## config.mk

```make
export PLATFORM = sky130hd
export DESIGN_NAME = memctrl_burst
export DESIGN_NICKNAME = d
export VERILOG_FILES = /design/src/rtl/memctrl_burst.sv
export SDC_FILE = /design/constraint.sdc
export NUM_CORES = 1
export LEC_CHECK = 0
export CAP_MARGIN = 20
export CORE_MARGIN = 3
export CORE_UTILIZATION = 48
export CTS_CLUSTER_SIZE = 10
export DETAILED_ROUTE_END_ITERATION = 10
export PLACE_DENSITY = 0.87
export SLEW_MARGIN = 20
export SYNTH_ARGS = -nofsm -noshare
export SYNTH_HDL_FRONTEND = slang
export SYNTH_SLANG_ARGS = --single-unit
```

## constraint.sdc

```tcl
create_clock -name clk_in -period 5.6 [get_ports clk_in]
set_input_delay 0.84 -clock clk_in [delete_from_list [all_inputs] [get_ports clk_in]]
set_output_delay 0.84 -clock clk_in [all_outputs]
set_load 0.01 [all_outputs]
```

## src/rtl/memctrl_burst.sv

```systemverilog
// rtl/memctrl_burst.sv - byte-serial RAM/IO controller: load/store plus cache-line refill bursts
// Define MEMCTRL_FLUSH_EN to let flush_in abort an in-flight fetch.
module memctrl_burst #(
  parameter int ADDR_WIDTH = 32,
  parameter int LINE_WORDS = 4,
  localparam int IW = (LINE_WORDS > 1) ? $clog2(LINE_WORDS) : 1
) (
  input  logic                  clk_in,
  input  logic                  rst_in,
  input  logic                  rdy_in,
  input  logic                  fetch_req,
  input  logic [ADDR_WIDTH-1:0] fetch_addr,
  output logic                  fetch_word_valid,
  output logic [31:0]           fetch_word,
  output logic [IW-1:0]         fetch_word_idx,
  output logic                  fetch_done,
  input  logic                  ls_req,
  input  logic                  ls_store,
  input  logic [2:0]            ls_op,
  input  logic [ADDR_WIDTH-1:0] ls_addr,
  input  logic [31:0]           ls_wdata,
  output logic                  ls_done,
  output logic [31:0]           ls_rdata,
  input  logic                  flush_in,
  output logic                  busy,
  input  logic                  io_buffer_full,
  output logic [ADDR_WIDTH-1:0] mem_a,
  output logic                  mem_wr,
  output logic [7:0]            mem_dout,
  input  logic [7:0]            mem_din
);

  localparam int CW = $clog2(LINE_WORDS) + 3;

  typedef enum logic [2:0] {IDLE, LOAD, STORE, FETCH, FINISH} state_t;

  state_t                state, state_nx;
  logic [CW-1:0]         len, cnt, pidx, ls_len;
  logic                  op_fetch, op_store, pend, late;
  logic [31:0]           wbuf, word_now;
  logic [7:0]            arr_byte;
  logic                  arr, issue, last_issue, flush_eff, accept_ls, accept_fetch;
  logic [ADDR_WIDTH-1:0] line_base;

  assign line_base  = fetch_addr & ~ADDR_WIDTH'(4 * LINE_WORDS - 1);
  assign last_issue = (cnt == len - 1'b1);
  // A read byte is either on mem_din now (pend) or was parked in wbuf while rdy_in was low (late).
  assign arr        = pend | late;
  assign arr_byte   = pend ? mem_din : wbuf[8*pidx[1:0] +: 8];

`ifdef MEMCTRL_FLUSH_EN
  assign flush_eff = rdy_in & flush_in & op_fetch & ((state == FETCH) | (state == FINISH));
`else
  assign flush_eff = 1'b0 & flush_in;
`endif

  always_comb begin
    case (ls_op[1:0])
      2'b00:   ls_len = CW'(1);
      2'b01:   ls_len = CW'(2);
      default: ls_len = CW'(4);
    endcase
  end

  always_ff @(posedge clk_in) begin
    if (rst_in) state <= IDLE;
    else        state <= state_nx;
  end

  always_comb begin
    state_nx         = state;
    accept_ls        = 1'b0;
    accept_fetch     = 1'b0;
    issue            = 1'b0;
    word_now         = wbuf;
    word_now[8*pidx[1:0] +: 8] = arr_byte;
    if (rdy_in) begin
      case (state)
        IDLE: begin
          if (!io_buffer_full) begin
            if (ls_req) begin
              accept_ls = 1'b1;
              state_nx  = ls_store ? STORE : LOAD;
            end else if (fetch_req) begin
              accept_fetch = 1'b1;
              state_nx     = FETCH;
            end
          end
        end
        LOAD, STORE, FETCH: begin
          if (flush_eff) begin
            state_nx = IDLE;
          end else if (!io_buffer_full) begin
            issue = 1'b1;
            if (last_issue) state_nx = FINISH;
          end
        end
        default: state_nx = IDLE;
      endcase
    end

    busy             = (state != IDLE);
    mem_wr           = issue && (state == STORE);
    mem_dout         = mem_wr ? ls_wdata[8*cnt[1:0] +: 8] : 8'h00;
    ls_done          = rdy_in && (state == FINISH) && !op_fetch;
    fetch_word_valid = rdy_in && op_fetch && arr && (pidx[1:0] == 2'd3) && !flush_eff;
    fetch_done       = fetch_word_valid && (state == FINISH);
    fetch_word       = fetch_word_valid ? word_now : 32'h0;
    fetch_word_idx   = fetch_word_valid ? IW'(pidx >> 2) : '0;
    ls_rdata         = 32'h0;
    if (ls_done && !op_store) begin
      case (ls_op[1:0])
        2'b00:   ls_rdata = {{24{~ls_op[2] & word_now[7]}}, word_now[7:0]};
        2'b01:   ls_rdata = {{16{~ls_op[2] & word_now[15]}}, word_now[15:0]};
        default: ls_rdata = word_now;
      endcase
    end
  end

  always_ff @(posedge clk_in) begin
    if (rst_in) begin
      mem_a    <= '0;
      len      <= '0;
      cnt      <= '0;
      pidx     <= '0;
      op_fetch <= 1'b0;
      op_store <= 1'b0;
      pend     <= 1'b0;
      late     <= 1'b0;
      wbuf     <= 32'h0;
    end else begin
      // The RAM answers regardless of rdy_in, so the in-flight byte is always captured.
      if (pend) wbuf[8*pidx[1:0] +: 8] <= mem_din;
      if (rdy_in) begin
        late <= 1'b0;
        pend <= issue && (state != STORE);
        if (accept_ls || accept_fetch) begin
          mem_a    <= accept_ls ? ls_addr : line_base;
          len      <= accept_ls ? ls_len : CW'(4 * LINE_WORDS);
          cnt      <= '0;
          op_fetch <= accept_fetch;
          op_store <= accept_ls && ls_store;
        end else if (issue) begin
          pidx <= cnt;
          cnt  <= cnt + 1'b1;
          if (!last_issue) mem_a <= mem_a + 1'b1;
        end
      end else if (pend) begin
        late <= 1'b1;
        pend <= 1'b0;
      end
    end
  end

endmodule

```

# After elaboration in Yosys (flattened, before gate mapping)
# Cells that the tools add are included.
# classes
shift	5
eq_ne	13
reduce_logical	25
addsub	4
n_bitwise	6
muxes	35
# op_table
cell	n
2-to-1 mux 32 bit	6
indexed part select 8 x 34 -> 32 bit	2
bitwise mux 32 bit	2
one-hot mux 32 bit (2 select lines)	1
indexed part select 32 x 6 -> 8 bit	2
negator 5 -> 34 bit	1
variable shift 8 x 34 -> 32 bit (first input constant)	1
adder 32 x 1 -> 32 bit (second input constant)	1
2-to-1 mux 8 bit	2
2-to-1 mux 3 bit	5
2-to-1 mux 5 bit	3
2-to-1 mux 1 bit	12
one-hot mux 3 bit (2 select lines)	2
logical AND 1 bit	10
equality test 3 x 2 -> 1 bit (second input constant)	2
!= test 2 bit (second input constant)	3
AND reduction 3 bit	2
adder 5 x 1 -> 5 bit (second input constant)	1
equality test 5 bit	1
AND reduction 5 bit	1
subtractor 5 x 1 -> 5 bit (second input constant)	1
2-to-1 mux 2 bit	2
AND reduction 2 bit	2
OR reduction 2 bit	2
other kinds (17)	21
# totals
word_cells	98
input_bits	115
ff_bits	85

# Logic depth before layout (Yosys ltp)
# Gate-level depths: netlist of the first run.
# depth
word_depth	8
mapped_depth	11
mapped_depth_nobuf	8

# Worst setup path after synthesis of the first run
# No wires, ideal clock.
# synth_path
kind	flip-flop to output port
startpoint	register pidx[0]
endpoint	output ls_rdata[21]
arrival_ps	2850
setup_slack_ps	1910
path_stages_with_launch	12
path_buffers	4
path_cell_list	dfxtp_1 buf_2 inv_1 ha_1 buf_2 and4bb_2 buf_2 mux2_2 a221oi_1 or4_1 clkbuf_1 o21ai_0
# synth_via
elab_chain_len	7
elab_cells_between_ends	10
# synth_lines
element	line	rtl
start, declared	38	logic [CW-1:0] len, cnt, pidx, ls_len;
start signal, assigned	144	pidx <= cnt;
indexed part select 32 x 6 -> 8 bit	49	assign arr_byte = pend ? mem_din : wbuf[8*pidx[1:0] +: 8];
2-to-1 mux 8 bit	49	
indexed part select 8 x 34 -> 32 bit	76	word_now[8*pidx[1:0] +: 8] = arr_byte;
bitwise mux 32 bit *	76	
bitwise AND 1 bit, on equally long branches	114, 113	
one-hot mux 32 bit (2 select lines) *	112	case (ls_op[1:0])
2-to-1 mux 32 bit *	111	if (ls_done && !op_store) begin
end, declared	23	output logic [31:0] ls_rdata,
# Every way passes the cells marked *; elsewhere a longest branch is shown, timed or not.

# Worst setup path in the final report of the first run
# layout_path
startpoint	register pidx[0]
endpoint	output ls_rdata[22]
# Same word-level chain as after synthesis.

==> results.json, run 1 <==
{
  "fin_crit_ns": 4.67,
  "start_kind": "register",
  "cts-root-buf": "clkbuf_16",
  "synth_area_um2": 5720,
  "numCtsBuffers": 9,
  "cts.sinks": 84,
  "totalWireLength_um": 19400,
  "cts_tree": "done",
  "num_antenna_cells": 0,
  "timing.fmax_ghz": 0.214,
  "met2_usage": 0.481,
  "die-width_um": 115,
  "grt_start_max_net_pins": 54,
  "top_usage_layer": "met2",
  "power_leakage_nw": 2.76,
  "rows": 39,
  "grt_pass1_wl_um": 30200,
  "worstSetupEndpointType": "output pin",
  "initial_core_util": 0.497,
  "worstPathArrival_ns": 3.83,
  "cts_hold_buf": 0,
  "crit_type": "reg -> out",
  "slew_viol_final": 0,
  "setup_viol": 0,
  "setup_tns_ns": 0,
  "dr.pass1.iters": 5,
  "post-dp-hpwl_um": 14400,
  "grt-ovfl-total": 0,
  "cap_viol_max_count": 0,
  "final.setup_skew_ns": 0.00940,
  "ys.flop_type": "dfxtp_1",
  "via_count": 6401,
  "core_um2": 11500,
  "cts_setup_buffers": 0,
  "hp-class": "reg -> reg",
  "max-slew-margin-rel": 0.287,
  "gr-usage-met1": 0.346,
  "grt_usage": 0.282,
  "critical_path_required_ns": 4.76,
  "whs_path_depth": 2,
  "clk_pin_slew_ns": 0.06,
  "synth.top_cells.by_area": "dfxtp_1, mux4_2, nor2_1",
  "synth_seq_cells": 84,
  "clk_latency_ns": 0.34,
  "syn_nets": 851,
  "multi_input_area_um2": 3760,
  "power_density_nw_per_um2": 184,
  "die_area_um2": 13300,
  "yosysUniqueCellTypes": 63,
  "clk_path_buf_depth": 2,
  "peakVddDrop_v": 0.000121,
  "drc": 0,
  "tightest_slew_ns": 1.07,
  "rsz0062_at_grt": "no",
  "crit_fanout": 16,
  "synth-edff-count": 0,
  "antenna_found_initial": 0,
  "viasPerCell": 6.05,
  "ys_async_sr_fraction": 0,
  "final_layout_size_suffix_gt1_frac": 0.0852,
  "r2r_cells": 9,
  "yosysTopAreaCellShare": 0.294,
  "wl_per_cell_um": 18.4,
  "final_util": 0.716,
  "grtUsageMet3": 0.0653,
  "cts_resized": 0,
  "gp_congestion": 0.950,
  "finalNetCount": 1035,
  "final_cell_mix": "clkdlybuf4s50_1, nor2_1, dfxtp_1",
  "ys_seq_area_frac": 0.294,
  "hold_viol": 0,
  "drt_iter0_drc": 462,
  "die_h_um": 115,
  "grt_pass1_vias": 5848,
  "status": "completed",
  "cts_htree_levels": 3,
  "syn_avg_cell_area_um2": 7.87,
  "layout_commonest_cell": "clkdlybuf4s50_1",
  "synth-warning-count": 0,
  "fin_crit_sh": 0.834,
  "io_buffers": 220,
  "fillCellCount": 902,
  "syn2layout_area_growth_pct": 44.2,
  "area.sequential_um2": 1680,
  "yosysTopAreaCell": "dfxtp_1",
  "detail-route-antenna-nets": 0,
  "syn_inst": 727,
  "io_pins": 226
}
-- flip-flops by register name (all words and copies together) (netlist names) --
register  cells
cnt           5
pend          1
op_fetch      1
mem_a        32
wbuf         32
op_store      1
state         3
pidx          4
len           4
late          1
-- per-stage QoR --
stage / total power, mW / area [µm²] / setup WS [ns] / hold WS [ns] / std cells
after detailed placement: 0.911 / 7940 / 1.26 / 0.458 / 1043
after global routing: 1.57 / 8250 / 0.638 / 0.489 / 1058
after CTS: 1.52 / 8240 / 0.943 / 0.465 / 1058
final: 1.52 / 8250 / 0.929 / 0.467 / 1058
after global placement: 0.908 / 7940 / 1.29 / 0.438 / 1043
after floorplan: 0.770 / 5720 / 1.91 / 0.432 / 727
-- logic make-up after synthesis --
group | synth area share
AOI/OAI and AO/OA | 0.226
xor gates and xnor gates | 0.0424
adders and majority gates | 0.0197
buffers and inverters | 0.0510
DFF | 0.294
muxes | 0.0877
and+or+nand+nor | 0.279
-- cell type report --
| type | count | share of cell area |
|---|---|---|
| tap | 143 | 0.0217 |
| timing repair buffer | 230 | 0.275 |
| multi-input combinational | 571 | 0.456 |
| clock inverter | 2 | 0.00728 |
| inverter | 15 | 0.00683 |
| sequential | 84 | 0.204 |
| clock buffer | 13 | 0.0291 |
-- critical path: stages, from the launching register on --
cell and delay [ns]:
dfxtp_1 0.30, buf_4 0.25, inv_1 0.21, ha_1 0.48
and4b_1 0.49, mux2_2 0.23, a221oi_1 0.08, or4_1 0.71
o21ai_0 0.17, clkdlybuf4s50_1 0.57
-- cell usage after synthesis, types with 5 or more instances --
cell type,instances
o31a_1,5
and3_1,8
nor2b_1,43
o21ai_0,26
nand2_1,76
nand3_1,9
xnor2_1,22
a22oi_1,34
nor3_1,14
a31oi_1,8
buf_2,10
ha_1,9
mux4_2,16
a21oi_1,61
nor2_1,95
or3_1,5
a31o_2,15
and2_1,6
nor4_1,5
a2111oi_0,13
clkbuf_1,38
mux2_2,9
inv_1,15
dfxtp_1,84
a211oi_1,13
nand4_1,16
-- final timing paths --
path         slack, ns                     end                  from
max               0.93            ls_rdata[22]  pidx[0]$_SDFFE_PP0P_
max reg2reg       2.78  mem_a[26]$_SDFFE_PP0P_   len[0]$_SDFFE_PP0P_
min               0.47    pidx[3]$_SDFFE_PP0P_  pidx[3]$_SDFFE_PP0P_
min reg2reg       0.47    pidx[3]$_SDFFE_PP0P_  pidx[3]$_SDFFE_PP0P_
-- power breakdown --
group / internal, mW / switching (mW) / total [mW]
combinational: 0.148 / 0.114 / 0.262
sequential: 0.616 / 0.0260 / 0.642
clock: 0.389 / 0.227 / 0.616
total: 1.15 / 0.366 / 1.52
-- per-layer routing --
layer  wire length (µm)  share of wire
met1               7640           0.39
met2               9500           0.49
met3               1810          0.093
met4                489          0.025
met5                  0              0
(Power assumes the default switching activity.)
==> inputs of run 2 (changes only) <==
- CORE_UTILIZATION: 48 -> 40
- PLACE_DENSITY: 0.87 -> 0.78
- clock period: 5.6 -> 3.9 ns (I/O delays scaled with it)
==> run 2 against run 1 <==
  * Utilization decreased by 11 points
  * Clock skew barely moved
  * Via count is 0.20% lower
  * Sequential share of layout area is 0.33 points lower
  * Clock power is 38% higher
  * Final cell count up 4.6%
==> results.json, run 2 (same netlist as run 1, synthesis figures left out) <==
{
  "cts-root-buf": "clkbuf_16",
  "worstSetupEndpointType": "output pin",
  "grt_pass1_wl_um": 32300,
  "numCtsBuffers": 9,
  "cap_viol_max_count": 0,
  "drt_iter0_drc": 495,
  "syn2layout_area_growth_pct": 46.6,
  "gp_congestion": 0.878,
  "max-slew-margin-rel": 0.266,
  "timing.fmax_ghz": 0.268,
  "via_count": 6388,
  "cts_hold_buf": 0,
  "slew_viol_final": 0,
  "final_cell_mix": "clkdlybuf4s50_1, nor2_1, dfxtp_1",
  "rsz0062_at_grt": "no",
  "placed_area_um2": 8090,
  "clk_pin_slew_ns": 0.06,
  "die-width_um": 126,
  "grt_usage": 0.248,
  "fillCellCount": 1260,
  "cts_tree": "done",
  "fin_crit_ns": 3.73,
  "hold_viol": 0,
  "tightest_slew_ns": 1.10,
  "io_buffers": 220,
  "drc": 0,
  "start_kind": "register",
  "peakVddDrop_v": 0.000204,
  "detail-route-antenna-nets": 0,
  "viasPerCell": 5.77,
  "power_density_nw_per_um2": 257,
  "antenna_found_initial": 0,
  "totalWireLength_um": 20100,
  "area.sequential_um2": 1680,
  "finish.instance_area_um2": 8390,
  "num_antenna_cells": 0,
  "wl_per_cell_um": 18.1,
  "largestRegisters": "mem_a (32), wbuf (32), cnt (5)",
  "status": "completed",
  "fin_crit_sh": 0.957,
  "crit_type": "reg -> out",
  "cts_setup_buffers": 0,
  "initial_core_util": 0.411,
  "worstPathArrival_ns": 3.15,
  "crit_fanout": 16,
  "hp-class": "reg -> reg",
  "die_h_um": 126,
  "io_pins": 226,
  "p_total_mw": 2.15,
  "final.setup_skew_ns": 0.00922,
  "grt_pass1_vias": 6146,
  "cts.sinks": 84,
  "layout_commonest_cell": "clkdlybuf4s50_1",
  "final_layout_size_suffix_gt1_frac": 0.0992,
  "rows": 43,
  "clk_latency_ns": 0.34,
  "multi_input_area_um2": 3780,
  "grt-ovfl-total": 0,
  "grt_start_max_net_pins": 53,
  "die_area_um2": 15800,
  "cts_htree_levels": 3,
  "post-dp-hpwl_um": 14900,
  "power_leakage_nw": 2.84,
  "critical_path_required_ns": 3.31,
  "core_um2": 13900,
  "clk_path_buf_depth": 2,
  "setup_viol": 0,
  "finalNetCount": 1047,
  "dr.pass1.iters": 5,
  "setup_tns_ns": 0
}
-- run 2: cell count changes in the layout (fill, tap and decap cells not counted) --
cell       delta
or4_1         -1
or4_4         +1
clkbuf_1      -1
nor4_2        -1
clkbuf_8      +1
and4bb_4      +1
and4bb_2      -1
buf_4        +12
bufinv_16     -1
nor4_4        +1
clkinv_2      +1
-- run 2: per-stage QoR --
stage | cells | worst slack (ns) | util | hold WS (ns)
6_report | 1107 | 0.169 | 0.602 | 0.448
5_1_grt | 1107 | 0.00300 | 0.602 | 0.473
4_1_cts | 1107 | 0.0875 | 0.602 | 0.452
3_5_place_dp | 1092 | 0.207 | 0.581 | 0.445
3_3_place_gp | 1092 | 0.301 | 0.581 | 0.441
2_1_floorplan | 727 | 0.465 | - | 0.432
-- run 2: critical path, stage by stage, from the launching register on --
cell and delay (ns):
dfxtp_1 0.33, inv_1 0.07, ha_1 0.39, and4bb_4 0.46, mux2_2 0.18, a221oi_1 0.07, or4_4 0.59, o21ai_0 0.14
clkdlybuf4s50_1 0.57
-- run 2: cell type report --
type,count,area share
Tap cell,180,0.0269
Timing Repair Buffer,242,0.282
Inverter,15,0.00671
Sequential cell,84,0.201
Multi-Input combinational cell,571,0.450
Clock buffer,13,0.0298
Clock inverter,2,0.00418
-- run 2: path summary, 6_finish.rpt --
path / cells after the start / slack [ns] / to / from
max reg2reg: 9 / 1.03 / mem_a[26]$_SDFFE_PP0P_ / len[0]$_SDFFE_PP0P_
max: 8 / 0.17 / ls_rdata[27] / pidx[1]$_SDFFE_PP0P_
min reg2reg: 2 / 0.45 / pidx[3]$_SDFFE_PP0P_ / pidx[3]$_SDFFE_PP0P_
min: 2 / 0.45 / pidx[3]$_SDFFE_PP0P_ / pidx[3]$_SDFFE_PP0P_
-- run 2: metal layers --
metal  routed length [µm]  track usage  vias up  part of all wire
met3                 1630       0.0513       43             0.081
met4                  569       0.0886        0             0.028
li1                     -            -     3045                 -
met2                 9650        0.409      306              0.48
met1                 8220        0.322     2994              0.41
met5                    0            0        -                 0
-- run 2: what timing repair did --
item | CTS | global route
cloned | 0 | 0
pin swaps | 0 | 1
resized for setup | 1 | 1
endpoints found under the setup margin | 16 | 16
-- run 2: where the power goes --
part | switching, mW | internal [mW] | leakage, nW
registers | 0.0359 | 0.884 | 0.681
logic | 0.167 | 0.219 | 2.01
clock network | 0.338 | 0.510 | 0.140
==> inputs of run 3 (changes only) <==
- CAP_MARGIN: 20 -> 15
- TNS_END_PERCENT: default -> 50
==> results of run 3 <==
Final layout, timing and power as in run 2 (identical DEF).
